==> src/rtl/cluster_pkg.sv <==
// Shared types and constants for the cluster packer frame controller.
package cluster_pkg;

  localparam int CLUSTER_W       = 14;
  localparam int ADR_W           = 11;
  localparam int CNT_W           = 3;
  localparam int INVALID_ADR_MIN = 1536;

  localparam logic [CLUSTER_W-1:0] CLUSTER_NULL = {CNT_W'(0), {ADR_W{1'b1}}};

  typedef enum logic [1:0] {
    SEEK,
    ACQUIRE,
    LOCKED
  } state_t;

  // Addresses at or above INVALID_ADR_MIN mark empty packer slots.
  function automatic logic cluster_is_valid(input logic [ADR_W-1:0] adr);
    return adr < ADR_W'(INVALID_ADR_MIN);
  endfunction

endpackage

==> src/rtl/cluster_pair_serializer.sv <==
// Captures one BX worth of clusters and streams them out as four pairs,
// pair (0,1) going straight to the tx registers on the capture edge.
module cluster_pair_serializer
  import cluster_pkg::*;
(
  input  logic                 clock4x,
  input  logic                 reset_n,
  input  logic                 i_capture,
  input  logic                 i_abort,
  input  logic [CLUSTER_W-1:0] i_clusters [8],
  input  logic [11:0]          i_bx,
  output logic [CLUSTER_W-1:0] o_tx_a,
  output logic [CLUSTER_W-1:0] o_tx_b,
  output logic                 o_tx_valid,
  output logic                 o_tx_first,
  output logic [11:0]          o_tx_bx,
  output logic [3:0]           o_tx_cnt,
  output logic                 o_tx_overflow
);

  logic [CLUSTER_W-1:0] r_hold [6];
  logic [1:0]           r_slot;
  logic [CLUSTER_W-1:0] r_tx_a, r_tx_b;
  logic                 r_tx_valid, r_tx_first, r_tx_overflow;
  logic [11:0]          r_tx_bx;
  logic [3:0]           r_tx_cnt;
  logic [3:0]           w_cnt;
  logic [CLUSTER_W-1:0] w_pair_a, w_pair_b;

  always_comb begin
    w_cnt = '0;
    for (int i = 0; i < 8; i++)
      w_cnt = w_cnt + 4'(cluster_is_valid(i_clusters[i][ADR_W-1:0]));
  end

  // r_slot names the next held pair to emit; 0 means no set in flight.
  always_comb begin
    w_pair_a = CLUSTER_NULL;
    w_pair_b = CLUSTER_NULL;
    case (r_slot)
      2'd1: begin w_pair_a = r_hold[0]; w_pair_b = r_hold[1]; end
      2'd2: begin w_pair_a = r_hold[2]; w_pair_b = r_hold[3]; end
      2'd3: begin w_pair_a = r_hold[4]; w_pair_b = r_hold[5]; end
      default: ;
    endcase
  end

  always_ff @(posedge clock4x or negedge reset_n) begin
    if (!reset_n) begin
      for (int i = 0; i < 6; i++) r_hold[i] <= CLUSTER_NULL;
      r_slot        <= '0;
      r_tx_a        <= CLUSTER_NULL;
      r_tx_b        <= CLUSTER_NULL;
      r_tx_valid    <= 1'b0;
      r_tx_first    <= 1'b0;
      r_tx_bx       <= '0;
      r_tx_cnt      <= '0;
      r_tx_overflow <= 1'b0;
    end else if (i_abort) begin
      r_slot        <= '0;
      r_tx_a        <= CLUSTER_NULL;
      r_tx_b        <= CLUSTER_NULL;
      r_tx_valid    <= 1'b0;
      r_tx_first    <= 1'b0;
      r_tx_bx       <= '0;
      r_tx_cnt      <= '0;
      r_tx_overflow <= 1'b0;
    end else if (i_capture) begin
      for (int i = 0; i < 6; i++) r_hold[i] <= i_clusters[i+2];
      r_slot        <= 2'd1;
      r_tx_a        <= i_clusters[0];
      r_tx_b        <= i_clusters[1];
      r_tx_valid    <= 1'b1;
      r_tx_first    <= 1'b1;
      r_tx_bx       <= i_bx;
      r_tx_cnt      <= w_cnt;
      r_tx_overflow <= (w_cnt == 4'd8);
    end else begin
      r_slot     <= (r_slot == 2'd0) ? 2'd0 : r_slot + 2'd1;
      r_tx_a     <= w_pair_a;
      r_tx_b     <= w_pair_b;
      r_tx_valid <= (r_slot != 2'd0);
      r_tx_first <= 1'b0;
    end
  end

  assign o_tx_a        = r_tx_a;
  assign o_tx_b        = r_tx_b;
  assign o_tx_valid    = r_tx_valid;
  assign o_tx_first    = r_tx_first;
  assign o_tx_bx       = r_tx_bx;
  assign o_tx_cnt      = r_tx_cnt;
  assign o_tx_overflow = r_tx_overflow;

endmodule

==> src/rtl/cluster_frame_ctrl.sv <==
// Locks a 4-phase word counter and BX counter to the BX0 marker and drives
// the cluster pair serializer while locked.
module cluster_frame_ctrl
  import cluster_pkg::*;
#(
  parameter int CAPTURE_PHASE = 2,
  parameter int BX_MAX        = 3563,
  parameter int LOCK_COUNT    = 4
) (
  input  logic                 clock4x,
  input  logic                 reset_n,
  input  logic                 bx0,
  input  logic [CLUSTER_W-1:0] cluster0,
  input  logic [CLUSTER_W-1:0] cluster1,
  input  logic [CLUSTER_W-1:0] cluster2,
  input  logic [CLUSTER_W-1:0] cluster3,
  input  logic [CLUSTER_W-1:0] cluster4,
  input  logic [CLUSTER_W-1:0] cluster5,
  input  logic [CLUSTER_W-1:0] cluster6,
  input  logic [CLUSTER_W-1:0] cluster7,
  output logic [1:0]           phase,
  output logic                 sbit_load,
  output logic                 locked,
  output logic [CLUSTER_W-1:0] tx_a,
  output logic [CLUSTER_W-1:0] tx_b,
  output logic                 tx_valid,
  output logic                 tx_first,
  output logic [11:0]          tx_bx,
  output logic [3:0]           tx_cnt,
  output logic                 tx_overflow,
  output logic [15:0]          err_cnt
);

  state_t               r_state, w_next_state;
  logic [1:0]           r_phase;
  logic [11:0]          r_bx_cnt;
  logic [3:0]           r_good, w_good_next;
  logic [15:0]          r_err_cnt;
  logic                 r_locked;
  logic                 w_aligned, w_error, w_restart;
  logic                 w_capture, w_abort;
  logic [CLUSTER_W-1:0] w_clusters [8];

  assign w_aligned = (r_phase == 2'd0) && (r_bx_cnt == '0);

  // A marker that causes an error is consumed by the error; only a later
  // marker seen in SEEK restarts acquisition.
  always_comb begin
    w_next_state = r_state;
    w_good_next  = r_good;
    w_error      = 1'b0;
    w_restart    = 1'b0;
    case (r_state)
      SEEK: begin
        if (bx0) begin
          w_restart    = 1'b1;
          w_good_next  = 4'd1;
          w_next_state = (LOCK_COUNT == 1) ? LOCKED : ACQUIRE;
        end
      end
      ACQUIRE: begin
        if (bx0 != w_aligned) begin
          w_error = 1'b1;
        end else if (bx0) begin
          w_good_next = r_good + 4'd1;
          if (r_good + 4'd1 == 4'(LOCK_COUNT)) w_next_state = LOCKED;
        end
      end
      LOCKED: begin
        if (bx0 != w_aligned) w_error = 1'b1;
      end
      default: w_next_state = SEEK;
    endcase
    if (w_error) begin
      w_next_state = SEEK;
      w_good_next  = '0;
    end
  end

  always_ff @(posedge clock4x or negedge reset_n) begin
    if (!reset_n) begin
      r_state   <= SEEK;
      r_good    <= '0;
      r_phase   <= '0;
      r_bx_cnt  <= '0;
      r_err_cnt <= '0;
      r_locked  <= 1'b0;
    end else begin
      r_state  <= w_next_state;
      r_good   <= w_good_next;
      r_locked <= (w_next_state == LOCKED);
      if (w_restart) begin
        r_phase  <= 2'd1;
        r_bx_cnt <= '0;
      end else begin
        r_phase <= r_phase + 2'd1;
        if (r_phase == 2'd3)
          r_bx_cnt <= (r_bx_cnt == 12'(BX_MAX)) ? '0 : r_bx_cnt + 12'd1;
      end
      if (w_error && (r_err_cnt != 16'hFFFF))
        r_err_cnt <= r_err_cnt + 16'd1;
    end
  end

  // An error on the capture edge takes precedence: the set is dropped.
  assign w_capture = (r_state == LOCKED) && (w_next_state == LOCKED) &&
                     (r_phase == 2'(CAPTURE_PHASE));
  assign w_abort   = (w_next_state != LOCKED);

  assign w_clusters[0] = cluster0;
  assign w_clusters[1] = cluster1;
  assign w_clusters[2] = cluster2;
  assign w_clusters[3] = cluster3;
  assign w_clusters[4] = cluster4;
  assign w_clusters[5] = cluster5;
  assign w_clusters[6] = cluster6;
  assign w_clusters[7] = cluster7;

  cluster_pair_serializer u_serializer (
    .clock4x       (clock4x),
    .reset_n       (reset_n),
    .i_capture     (w_capture),
    .i_abort       (w_abort),
    .i_clusters    (w_clusters),
    .i_bx          (r_bx_cnt),
    .o_tx_a        (tx_a),
    .o_tx_b        (tx_b),
    .o_tx_valid    (tx_valid),
    .o_tx_first    (tx_first),
    .o_tx_bx       (tx_bx),
    .o_tx_cnt      (tx_cnt),
    .o_tx_overflow (tx_overflow)
  );

  assign phase     = r_phase;
  assign sbit_load = (r_phase == 2'd0);
  assign locked    = r_locked;
  assign err_cnt   = r_err_cnt;

endmodule

==> config.mk <==
export PLATFORM = sky130hd
export DESIGN_NAME = cluster_frame_ctrl
export DESIGN_NICKNAME = d
export VERILOG_FILES = /design/src/rtl/cluster_pkg.sv /design/src/rtl/cluster_pair_serializer.sv /design/src/rtl/cluster_frame_ctrl.sv
export SDC_FILE = /design/constraint.sdc
export NUM_CORES = 1
export LEC_CHECK = 0
export ABC_AREA = 1
export BUFFER_PORTS_ARGS = -buffer_cell sky130_fd_sc_hd__buf_2
export CORE_MARGIN = 1.5
export CORE_UTILIZATION = 57
export CTS_BUF_LIST = sky130_fd_sc_hd__clkbuf_4 sky130_fd_sc_hd__clkbuf_8
export CTS_CLUSTER_SIZE = 25
export DETAILED_ROUTE_END_ITERATION = 8
export PLACE_DENSITY_LB_ADDON = 0.2
export SLEW_MARGIN = 20
export SYNTH_ARGS = -nofsm -noshare
export SYNTH_HDL_FRONTEND = slang
export SYNTH_SLANG_ARGS = --single-unit
==> constraint.sdc <==
create_clock -name clock4x -period 2.35 [get_ports clock4x]
set_input_delay 0.235 -clock clock4x [delete_from_list [all_inputs] [get_ports clock4x]]
set_output_delay 0.235 -clock clock4x [all_outputs]
set_load 0.01 [all_outputs]
## Yosys cells after proc, flatten, opt, wreduce, memory -nomap -nowiden

Index checks and enable logic that the tools add are counted.
W data, S select, Z words.

- Input port bits: 115
- Register bits after elaboration: 170

- Bitwise gates (word level): 1
- Add/subtract/negate cells: 12
- $lt $le $gt $ge: 8
- Multiplexer cells: 38
- Reduce and logical (&&, ||, !) cells: 15
- Equality and inequality tests: 17

Operators with widths:

| cell | count |
|---|---|
| $lt A11 B11 Y1 const B | 8 |
| $pmux W14 S3 | 2 |
| $mux W12 | 5 |
| $mux W14 | 4 |
| $add A4 B1 Y4 | 6 |
| $mux W4 | 6 |
| $mux W2 | 9 |
| $add A16 B1 Y16 const B | 1 |
| $ne A16 B16 Y1 const B | 1 |
| $add A12 B1 Y12 const B | 1 |
| $eq A12 B12 Y1 const B | 1 |
| $eq A2 B2 Y1 const B | 6 |
| $logic_not A12 Y1 | 1 |
| $mux W1 | 10 |
| $ne A3 B3 Y1 const B | 3 |
| $pmux W4 S2 | 1 |
| $logic_not A2 Y1 | 3 |
| $pmux W2 S3 | 1 |
| $reduce_bool A2 Y1 | 3 |
| $add A2 B1 Y2 const B | 2 |
| $add A4 B1 Y4 const B | 1 |
| $eq A2 B1 Y1 const B | 2 |
| $eq A4 B3 Y1 const B | 1 |
| $eq A4 B4 Y1 const B | 1 |
| 9 further kinds | 12 |

## Longest topological paths before layout

Gate-level depths: netlist of run 1.

- Depth in word-level cells: 12
- Gate-level depth with buffers: 15

## By module

From an unflattened synthesis of run 1, not the netlist that was laid out.

- Cell total of the unflattened synthesis: 967
- Area, all modules: 7970.1 sq um

Modules (own cells, without submodules):

| module | instances | cells an instance | area an instance (sq um) |
|---|---|---|---|
| cluster_pair_serializer | 1 | 695 | 5829.3 |
| cluster_frame_ctrl | 1 | 272 | 2140.8 |

## Worst setup path before layout of run 1

Ideal clock, no wire load.

- Path kind: input to register
- From: in cluster2[10]
- To: reg u_serializer.r_tx_overflow (netlist: u_serializer.o_tx_overflow)
- Setup time: 0.066 ns
- Stages on the path: 10
- Required time: 2.284 ns
- Data arrival time: 2.650 ns
- Path slack: -0.367 ns
- Path buffers: 0
- Cell sequence: nand2_1 -> inv_1 -> fa_1 -> fa_1 -> fa_1 -> fa_1 -> xnor2_1 -> nor3_1 -> nand4_1 -> nand2_1

- Cells in the longest elaborated chain, start to end: 10

RTL lines:

| what | RTL line | source |
|---|---|---|
| start, declared | cluster_frame_ctrl.sv:15 | `input logic [CLUSTER_W-1:0] cluster2,` |
| $lt A11 B11 Y1 | cluster_pkg.sv:19 | `return adr < ADR_W'(INVALID_ADR_MIN);` |
| $add A4 B1 Y4 (6 in a row) | cluster_pair_serializer.sv:33 | `w_cnt = w_cnt + 4'(cluster_is_valid(i_clusters[i][ADR_W-1:0]));` |
| $eq A4 B4 Y1 | cluster_pair_serializer.sv:77 | `r_tx_overflow <= (w_cnt == 4'd8);` |
| $mux W1 | cluster_pair_serializer.sv:68 | `end else if (i_capture) begin` |
| $mux W1 | cluster_pair_serializer.sv:59 | `end else if (i_abort) begin` |
| end signal, assigned | cluster_pair_serializer.sv:77 |  |
| end, declared | cluster_pair_serializer.sv:24 | `logic r_tx_valid, r_tx_first, r_tx_overflow;` |

Every way passes these cells. The select of a mux whose other input is x is not followed.
A chain may end at the register's enable or synchronous reset.

## Final worst setup path of run 1

Same ends and word-level chain as after synthesis.

==> results list, run 1 <==
* Worst Reg-to-Reg Cells: 12
- Detailed-router iteration count before antenna repair: 7
* Data arrival time at the worst-slack endpoint: 2690 ps
* Setup CP Type: in2reg
- The max-slew violation count came to 0.
- Summing over every cut layer, the via total after detailed routing is 8141.
* Outcome: completed
- Post-synth net total: 1172
- The first routing iteration left 862 violations.
- For this configuration, the core starts out at a cell density of 58.2%.
- VDD sags by at most 0.534 mV.
- Hold timing on the final database bottoms out at a slack of 16.8 ps.
- After synthesis, the netlist uses 37 different library cells.
- Vertical die dimension: 127 um
* Post-route fraction of the period consumed by the critical path: 97.6%
- Critical path launch point type: input port
* Worst slew margin relative to its limit: 39.8%
- Setup repair after global routing could not meet its margin everywhere.
- The synthesized design devotes to its leading area cell type 26.2% of total area.
* Final worst path period need: 2290 ps
- The number of buffers and inverters on the critical path is 2.
- Largest net degree at the start of global routing: 105
* Standard cell with the maximum stage delay on the critical path: sky130_fd_sc_hd__fa_1
- Summing the areas of all fa, ha and maj instances in the mapped netlist gives 3.89% of the synthesized area.
- Clock sink total: 170
- For this design the top-level I/O count stands at 182.
- The worst hold path terminates at u_serializer.r_hold[68].
- Initial antenna violation count: 2
- Sequential-to-total area share from yosys stat: 49.5%
* CTS tree: done
* Area share of xor/xnor cells in the synthesized design: 1.79%
* Dominant combinational cell family by area after synthesis: simple AND/OR/NAND/NOR gates
* Required time at the worst-slack endpoint: 2750 ps
- The area growth from synthesis to layout is 24.3%.
- Including well taps, the total number of placed cells is 1354.
* Final setup fails: 0
- Startpoint of the lowest-slack register-to-register path: phase[0]
- Proportion of synthesized area in mux cells: 0.128%
* Number of CTS-inserted buffers: 17
- Dominant synthesized flop cell: sky130_fd_sc_hd__dfstp_2
- After routing the design area is 11000 um^2.
- The via count of the first global-routing pass is 7365.
- The largest single stage delay on the critical path is 550 ps.
* Placeable core area: 15100 um^2
* Total global routing track utilization: 29.7%
- At the end of routability-driven placement, the weighted congestion stood at 0.905.
- The completed layout was analyzed and its total power is 0.00816 W.
* Final routed wire length divided by cell count: 16.6 um
- CTS placed an instance of sky130_fd_sc_hd__clkbuf_8 at the clock tree root.
- In this run the register-to-register setup slack is 130 ps.
- After Yosys synthesis, and, or, nand and nor cells account for 29.5% of the synthesized area.
- The count of buffers added on input and output ports is 181.
- Fraction of registers with async set or reset after synthesis: 100%
* Number of buffers between clock root and the deepest sink: 2
- Cell taking the most area after synthesis: sky130_fd_sc_hd__dfstp_2
- Kind of end point of the critical path: flip-flop
- Yosys warns: 0
- In this run the worst hold path is classified as in2reg.
- At the later pin of the worst-skew pair, clock insertion delay measures 460 ps.
- Counting instances, the worst hold path has a depth of 3.
- Summing the areas of all compound-gate instances in the mapped netlist gives 5.38% of the synthesized area.
- The detail route stage leaves a number of antenna-violating nets equal to 0.
- The signal on the critical path passes through buf_8, nand2_4, inv_4, fa_1, fa_1, fa_2, fa_2, nand2_2, nor3_2, nand4_1, nand2_1.
* Mapped Area: 8810 um^2
- In this run the cell area measured after placement is 9840 um^2.
* Terminus of the critical flop-to-flop path: u_serializer.r_hold[69]
- Number of H-tree levels: 4
* Util after Layout: 72.3%
- Final layout net count: 1379
- Among cell families on the critical path, the largest total delay comes from adder cells.
- Non-filler cells, final: 1442
- Start point of the worst min-delay path: cluster3[12]
* Count of final hold-check violations: 0
- Count of standard-cell rows: 45
- The die is 127 um wide.
* Leakage power summed over all cells: 5.40 nW
- After legalization and detailed placement, the total HPWL measured 15800 um.
* Per-instance average area after synthesis: 8.54 um^2
* Worst-path fanout max: 2
* Via/cell ratio: 5.65
* Dominant cells by area after synthesis: sky130_fd_sc_hd__dfstp_2, sky130_fd_sc_hd__dfrtp_1, sky130_fd_sc_hd__nand2_1
* EDFF count, synth: 0
* Max capacitance violation total: 0
- Highest clock frequency the design can meet: 436 MHz
- First-pass GRT wire length: 37600 um
- After global routing the overflow that remains totals 0.
- Final WL: 24000 um
- Power spread over the standard cell area amounts to 745 nW/um^2.
* Post-synthesis instance total: 1032
- At the pin with the least slew margin, the transition time is 902 ps.
* Clock-pin slew of the registers on the worst-case setup and hold paths: 90 ps
- Maximum clock skew at final layout: 14.9 ps
* Share of post-route cells with drive strength above 1: 28.7%
- Number of remaining DRC errors: 0
- Die area: 16200 um^2
* Number of register bits inferred by synthesis: 170
through the flow:
| step | TNS, ps | setup WS, ps |
|---|---|---|
| final | 0 | 56.4 |
| after global routing | -84.7 | -33.7 |
| after CTS | 0 | 6.30 |
| after detailed placement | -979 | -480 |
| after global placement | -831 | -418 |
| after floorplan | -215 | -198 |
cell families after synthesis:
kind of cell	after synthesis
buffers and inverters	188
xor gates and xnor gates	18
muxes	1
adders and majority gates	25
AOI/OAI and AO/OA	72
and+or+nand+nor	558
DFF	170
layer usage:
layer  vias to the layer above  track usage [%]  wire length, um
met5                         -                0                0
met4                         0             11.2              636
met3                        49             5.90             1830
met2                       365             43.2            10700
met1                      3853             44.0            10800
li1                       3874                -                -
power by group:
part           internal [W]  switching [W]  total (W)
clock               0.00121        0.00106    0.00227
combinational      0.000851        0.00170    0.00255
sequential          0.00315       0.000187    0.00334
state kept, by name, indices dropped and copies added (netlist names):
| name | flops |
|---|---|
| u_serializer.r_slot | 2 |
| r_state | 2 |
| u_serializer.o_tx_cnt | 4 |
| phase | 2 |
| locked | 1 |
| err_cnt | 16 |
| u_serializer.r_hold | 84 |
| u_serializer.o_tx_valid | 1 |
| r_good | 4 |
| u_serializer.o_tx_first | 1 |
| u_serializer.o_tx_b | 14 |
| u_serializer.o_tx_overflow | 1 |
| r_bx_cnt | 12 |
| u_serializer.o_tx_bx | 12 |
| u_serializer.o_tx_a | 14 |
worst reg2reg max path: cells and delay by family (launching register included):
kind / cells / cell delay [ps]
and+or+nand+nor: 6 / 740
buffers and inverters: 3 / 550
adders and majority gates: 1 / 170
AOI/OAI and AO/OA: 2 / 310
DFF: 1 / 420
synthesized netlist by cell type (all sizes together), types with 3 or more instances:
cell type / count
a21oi: 9
a221oi: 22
a31oi: 3
buf: 53
clkbuf: 20
dfrtp: 82
dfstp: 88
fa: 4
ha: 21
inv: 115
nand2: 325
nand3: 21
nand4: 156
nor2: 32
nor3: 17
nor4: 5
o21ai: 31
o22ai: 4
xnor2: 7
xor2: 11
worst max path at each step:
stage,startpoint,endpoint,slack (ps),cells after the start
global placement,cluster2[10],u_serializer.o_tx_overflow,-420,11
finish,cluster2[10],u_serializer.o_tx_overflow,60,11
floorplan,cluster2[10],u_serializer.o_tx_overflow,-200,10
detailed placement,cluster2[10],u_serializer.o_tx_overflow,-480,11
global route,cluster2[10],u_serializer.o_tx_overflow,-30,11
CTS,cluster2[10],u_serializer.o_tx_overflow,6,11
timing repair:
item | in CTS | in global routing
hold buffers | 49 | 0
hold endpoints to repair | 91 | 0
setup endpoints to repair | 0 | 137
resized for setup | 0 | 24
setup buffers | 0 | 3
final cells by class:
| class | instances | area (um^2) |
|---|---|---|
| diodes | 2 | 5.00 |
| clock buffers | 23 | 310 |
| clock inverters | 9 | 133 |
| fillers | 1129 | 4190 |
| inverters | 115 | 438 |
| multi-input cells | 674 | 3640 |
| flip-flops and latches | 170 | 4360 |
| well taps | 188 | 235 |
| repair buffers | 261 | 1830 |
cell usage in the layout (no fill, tap or decap), types with 3 or more instances in the layout:
cell type                       count
sky130_fd_sc_hd__dfrtp_1           82
sky130_fd_sc_hd__o21ai_0           29
sky130_fd_sc_hd__inv_4              3
sky130_fd_sc_hd__nor3_1            13
sky130_fd_sc_hd__buf_4             17
sky130_fd_sc_hd__inv_1            110
sky130_fd_sc_hd__xnor2_1            6
sky130_fd_sc_hd__a21oi_1            8
sky130_fd_sc_hd__nor2_1            30
sky130_fd_sc_hd__clkinv_2           3
sky130_fd_sc_hd__nand3_1           17
sky130_fd_sc_hd__bufinv_16          3
sky130_fd_sc_hd__ha_1              21
sky130_fd_sc_hd__nand2_4            3
sky130_fd_sc_hd__nand3_2            3
sky130_fd_sc_hd__buf_2            178
sky130_fd_sc_hd__nor4_1             5
sky130_fd_sc_hd__dfstp_2           88
sky130_fd_sc_hd__a31oi_1            3
sky130_fd_sc_hd__nand4_1          156
sky130_fd_sc_hd__buf_6              3
sky130_fd_sc_hd__clkbuf_8          22
sky130_fd_sc_hd__dlygate4sd3_1     49
sky130_fd_sc_hd__buf_12             9
sky130_fd_sc_hd__a221oi_1          22
sky130_fd_sc_hd__xor2_1            11
sky130_fd_sc_hd__o22ai_1            4
sky130_fd_sc_hd__nor3_2             3
sky130_fd_sc_hd__nand2_1          320
Note: power is estimated with default switching activity, not from simulation.
==> run 2, diff against run 1 <==
--- a/config.mk
+++ b/config.mk
@@ -8,12 +8,14 @@
 export ABC_AREA = 1
 export BUFFER_PORTS_ARGS = -buffer_cell sky130_fd_sc_hd__buf_2
 export CORE_MARGIN = 1.5
-export CORE_UTILIZATION = 57
+export CORE_UTILIZATION = 56
 export CTS_BUF_LIST = sky130_fd_sc_hd__clkbuf_4 sky130_fd_sc_hd__clkbuf_8
 export CTS_CLUSTER_SIZE = 25
 export DETAILED_ROUTE_END_ITERATION = 8
 export PLACE_DENSITY_LB_ADDON = 0.2
+export SETUP_SLACK_MARGIN = 0.4
 export SLEW_MARGIN = 20
 export SYNTH_ARGS = -nofsm -noshare
 export SYNTH_HDL_FRONTEND = slang
+export SYNTH_HIERARCHICAL = 1
 export SYNTH_SLANG_ARGS = --single-unit
==> results list, run 2 <==
- Detailed-router iteration count before antenna repair: 6 (-1)
- Ranked by flip-flop count, first place goes to u_serializer/r_hold.
- Clock latency reported for the late side of the worst-skew pair: 470 ps (about the same)
- The number of max-cap violations is 0 (unchanged).
- Final hold slack: 27.1 ps (+10.3 ps)
- Cell taking the most area after synthesis: sky130_fd_sc_hd__dfstp_2
- Drt initial violations: 731 (-15%)
- Required time at the worst-slack endpoint: 2760 ps (about the same)
* Post-synth net total: 1107 (-5.5%)
- Maximum clock skew at final layout: 12.1 ps (-2.86 ps)
- Number of buffers between clock root and the deepest sink: 2 (unchanged)
- The horizontal extent of the die was 122 um (-3.9%).
- The peak clock frequency supported by timing is 396 MHz (-9.1%).
- Via/cell ratio: 5.28 (-6.5%)
- Die area: 15000 um^2 (-7.7%)
* Count of final hold-check violations: 0 (unchanged)
- Top library cells by usage in the layout, fill and taps aside: sky130_fd_sc_hd__nand2_1, sky130_fd_sc_hd__buf_2, sky130_fd_sc_hd__dlygate4sd3_1
- Critical path launch point type: flip-flop
- Kind of end point of the critical path: flip-flop
- In the post-synthesis netlist, the biggest area contributors are sky130_fd_sc_hd__dfstp_2, sky130_fd_sc_hd__dfrtp_1, sky130_fd_sc_hd__nand2_1.
- Area share of the largest cell type after synthesis: 29.0% (+2.8 points)
* Worst setup margin: -173 ps (-229 ps)
- The mean post-synth cell area was 8.24 um^2 (-3.4%).
* Final WL: 24300 um (+1.2%)
* Cell with the most instances after synthesis: sky130_fd_sc_hd__nand2_1
- The HPWL reported at the end of detailed placement came to 13100 um (-17%).
* Standard cell with the maximum stage delay on the critical path: sky130_fd_sc_hd__dfrtp_1
* Non-filler cells, final: 1488 (+3.2%)
- The layout net count is 1434 (+4.0%).
* Dpl ws: -203 ps (+277 ps)
* Delay of the slowest cell on the worst path: 400 ps (-150 ps)
* Worst slew margin relative to its limit: 63.4% (+24 points)
- Routed Antenna Nets: 0 (unchanged)
* Violated checks: negative setup slack
* Post-synthesis instance total: 967 (-6.3%)
- Count of port buffers added during placement: 181 (unchanged)
- Pwr Total: 0.00669 W (-18%)
* Setup repair after global routing missed its margin: yes
- The min-delay analysis places its worst path in the category in2reg.
- The clock transition time at the flip-flop clock pins of the worst setup and hold paths is 90 ps (about the same).
- The max-slew violation count came to 0 (unchanged).
- Crit path cell chain: inv_2, ha_4, inv_2, nor2_1, nand2_1, nor2_4, nand3_2, o21bai_1, nand2_1, a21oi_2, nand2_2, nor2_4, inv_2, nor2_4, buf_12, inv_16, clkbuf_16, nor2_1, nor2_1
- TritonCTS built the clock tree.
- Among all flip-flop cells after synthesis, the most frequent one is sky130_fd_sc_hd__dfstp_2.
* Sequential-to-total area share from yosys stat: 54.8% (+5.2 points)
- The CTS sink count is 170 (unchanged).
* Vias after detailed routing: 7852 (-3.5%)
- The leftover overflow at the end of global routing came to 0 (unchanged).
- Number of placed cells counting well taps: 1330 (-1.8%)
* Power Density: 591 nW/um^2 (-21%)
* Global placement routability congestion: 0.856 (-5.5%)
- Fraction of registers with async set or reset after synthesis: 100% (unchanged)
- First-pass GRT wire length: 35100 um (-6.6%)
- Number of different library cells in the post-synthesis netlist: 35 (-5.4%)
- The actual transition at the worst max-transition pin is 549 ps (-353 ps).
- Max IR drop VDD: 0.530 mV (-0.79%)
* Number of global-route vias before repair: 7556 (+2.6%)
- The largest net degree at the start of global routing is 58 (-45%).
- I/O Pins: 182 (unchanged)
- The per-cell routed wire length was 16.3 um (-2.0%).
- The remaining design rule violation count is 0 (unchanged).
* Leakage power summed over all cells: 5.76 nW (+6.6%)
* Number of register bits inferred by synthesis: 170 (unchanged)
* Total global routing track utilization: 30.4% (+0.68 points)
- The number of buffers and inverters on the critical path is 6 (+4).
* Most frequent standard cell in the layout excluding fill and tap cells: sky130_fd_sc_hd__nand2_1
- EDFF count, synth: 0 (unchanged)
* Mapped Area: 7970 um^2 (-9.5%)
- The total cell area at the placement stage was 9380 um^2 (-4.7%).
* Yosys warns: 6 (+6)
* Post-route fraction of the period consumed by the critical path: 107% (+9.8 points)
- Initial antenna violation count: 0 (-2)
- Broken down by cell family, the worst path's largest delay share belongs to simple AND/OR/NAND/NOR gates.
- The die outline height came to 122 um (-3.9%).
* Initial cell density of the core: 57.4% (-0.75 points)
- The final critical-path required period was 2520 ps (+229 ps).
- Data arrival time at the worst-slack endpoint: 2930 ps (+240 ps)
- The number of cell rows is 43 (-4.4%).
* Number of CTS-inserted buffers: 17 (unchanged)
* Top cells by count, synth: sky130_fd_sc_hd__nand2_1, sky130_fd_sc_hd__nor2_1, sky130_fd_sc_hd__dfstp_2
* Worst-path fanout max: 12 (+10)
* Placeable core area: 13900 um^2 (-8.4%)
- Total non-filler cell area in the finished layout: 11300 um^2 (+3.3%)
- Setup CP Type: reg2reg
- The run finished, with violations left.
* Number of H-tree levels: 4 (unchanged)
- The share of post-route cells with drive strength above 1 was 32.0% (+3.3 points).
- Cell at the root of the clock tree: sky130_fd_sc_hd__clkbuf_8
- Max FFs per register: 84 (unchanged)
* Area Overhead vs Synth: 41.9%
- The count of final setup violators was 128 (+128).
run 2: cell count changes in the layout (fill, tap and decap cells not counted), sizes merged, moves of 22 or more:
| cell | delta |
|---|---|
| a221oi | -22 |
| dlygate4sd3 | +59 |
| inv | -49 |
| nand2 | +120 |
| nand4 | -153 |
| nor2 | +72 |
run 2: what timing repair did:
action	in CTS	in global routing
gates resized for setup	9	60
hold buffers	108	0
endpoints found under the setup margin	147	156
gates cloned	1	8
endpoints found under the hold margin	108	0
pin swaps	2	17
setup buffers	4	4
run 2: power by group:
part | internal [W] | total, W | switching (W)
Clock | 0.000896 | 0.00197 | 0.00107
Combinational | 0.000686 | 0.00152 | 0.000834
Sequential | 0.00307 | 0.00320 | 0.000128
Total | 0.00465 | 0.00669 | 0.00203
run 2: kinds of logic after synthesis:
family	share of synthesized area, %
adder cells (fa/ha/maj)	4.30
AND/OR/NAND/NOR	30.0
flip-flops	54.8
buffers and inverters	5.27
XOR/XNOR	2.31
AO/OA/AOI/OAI	3.41
run 2: area by class of cell:
class                   count  area [um^2]
fillers                   879         2570
clock inverters            11         97.6
well taps                 180          225
multi-input cells         693         3380
inverters                  68          275
repair buffers            344         2700
flip-flops and latches    170         4360
clock buffers              21          270
diodes                      1         2.50
run 2: final timing paths:
| check | start | end | slack [ps] | cells after the start |
|---|---|---|---|---|
| max | r_bx_cnt[1] | u_serializer/o_tx_a[5] | -170 | 19 |
| min | cluster1[9] | u_serializer/o_tx_b[9] | 30 | 3 |
| max reg2reg | r_bx_cnt[1] | u_serializer/o_tx_a[5] | -170 | 19 |
| min reg2reg | u_serializer/r_hold[10] | u_serializer/r_hold[10] | 460 | 2 |
| max in group asynchronous | reset_n | u_serializer/o_tx_bx[2] | 1910 | 2 |
| min in group asynchronous | reset_n | u_serializer/r_hold[60] | 70 | 1 |
run 2: worst reg2reg max path, stage by stage, from the launching register on:
cell and delay [ps]:
sky130_fd_sc_hd__dfrtp_1 400, sky130_fd_sc_hd__inv_2 90, sky130_fd_sc_hd__ha_4 130, sky130_fd_sc_hd__inv_2 30, sky130_fd_sc_hd__nor2_1 80, sky130_fd_sc_hd__nand2_1 90, sky130_fd_sc_hd__nor2_4 160, sky130_fd_sc_hd__nand3_2 120
sky130_fd_sc_hd__o21bai_1 150, sky130_fd_sc_hd__nand2_1 80, sky130_fd_sc_hd__a21oi_2 180, sky130_fd_sc_hd__nand2_2 110, sky130_fd_sc_hd__nor2_4 120, sky130_fd_sc_hd__inv_2 60, sky130_fd_sc_hd__nor2_4 110, sky130_fd_sc_hd__buf_12 160
sky130_fd_sc_hd__inv_16 70, sky130_fd_sc_hd__clkbuf_16 190, sky130_fd_sc_hd__nor2_1 110, sky130_fd_sc_hd__nor2_1 60
run 2: metal layers:
layer	track usage (%)	part of all wire [%]	vias up	wire, um
li1	-	-	3620	-
met1	37.5	39	3736	9350
met2	52.3	50	419	12100
met3	6.55	8.1	77	1960
met4	11.6	3.4	0	830
met5	0	0	-	0
run 2: through the flow:
step	util [%]	setup TNS, ps
after global routing	81.5	-37110
after CTS	78.6	-1860
after detailed placement	67.6	-4350
final	81.5	-14660
after global placement	67.6	-351
after floorplan	-	0
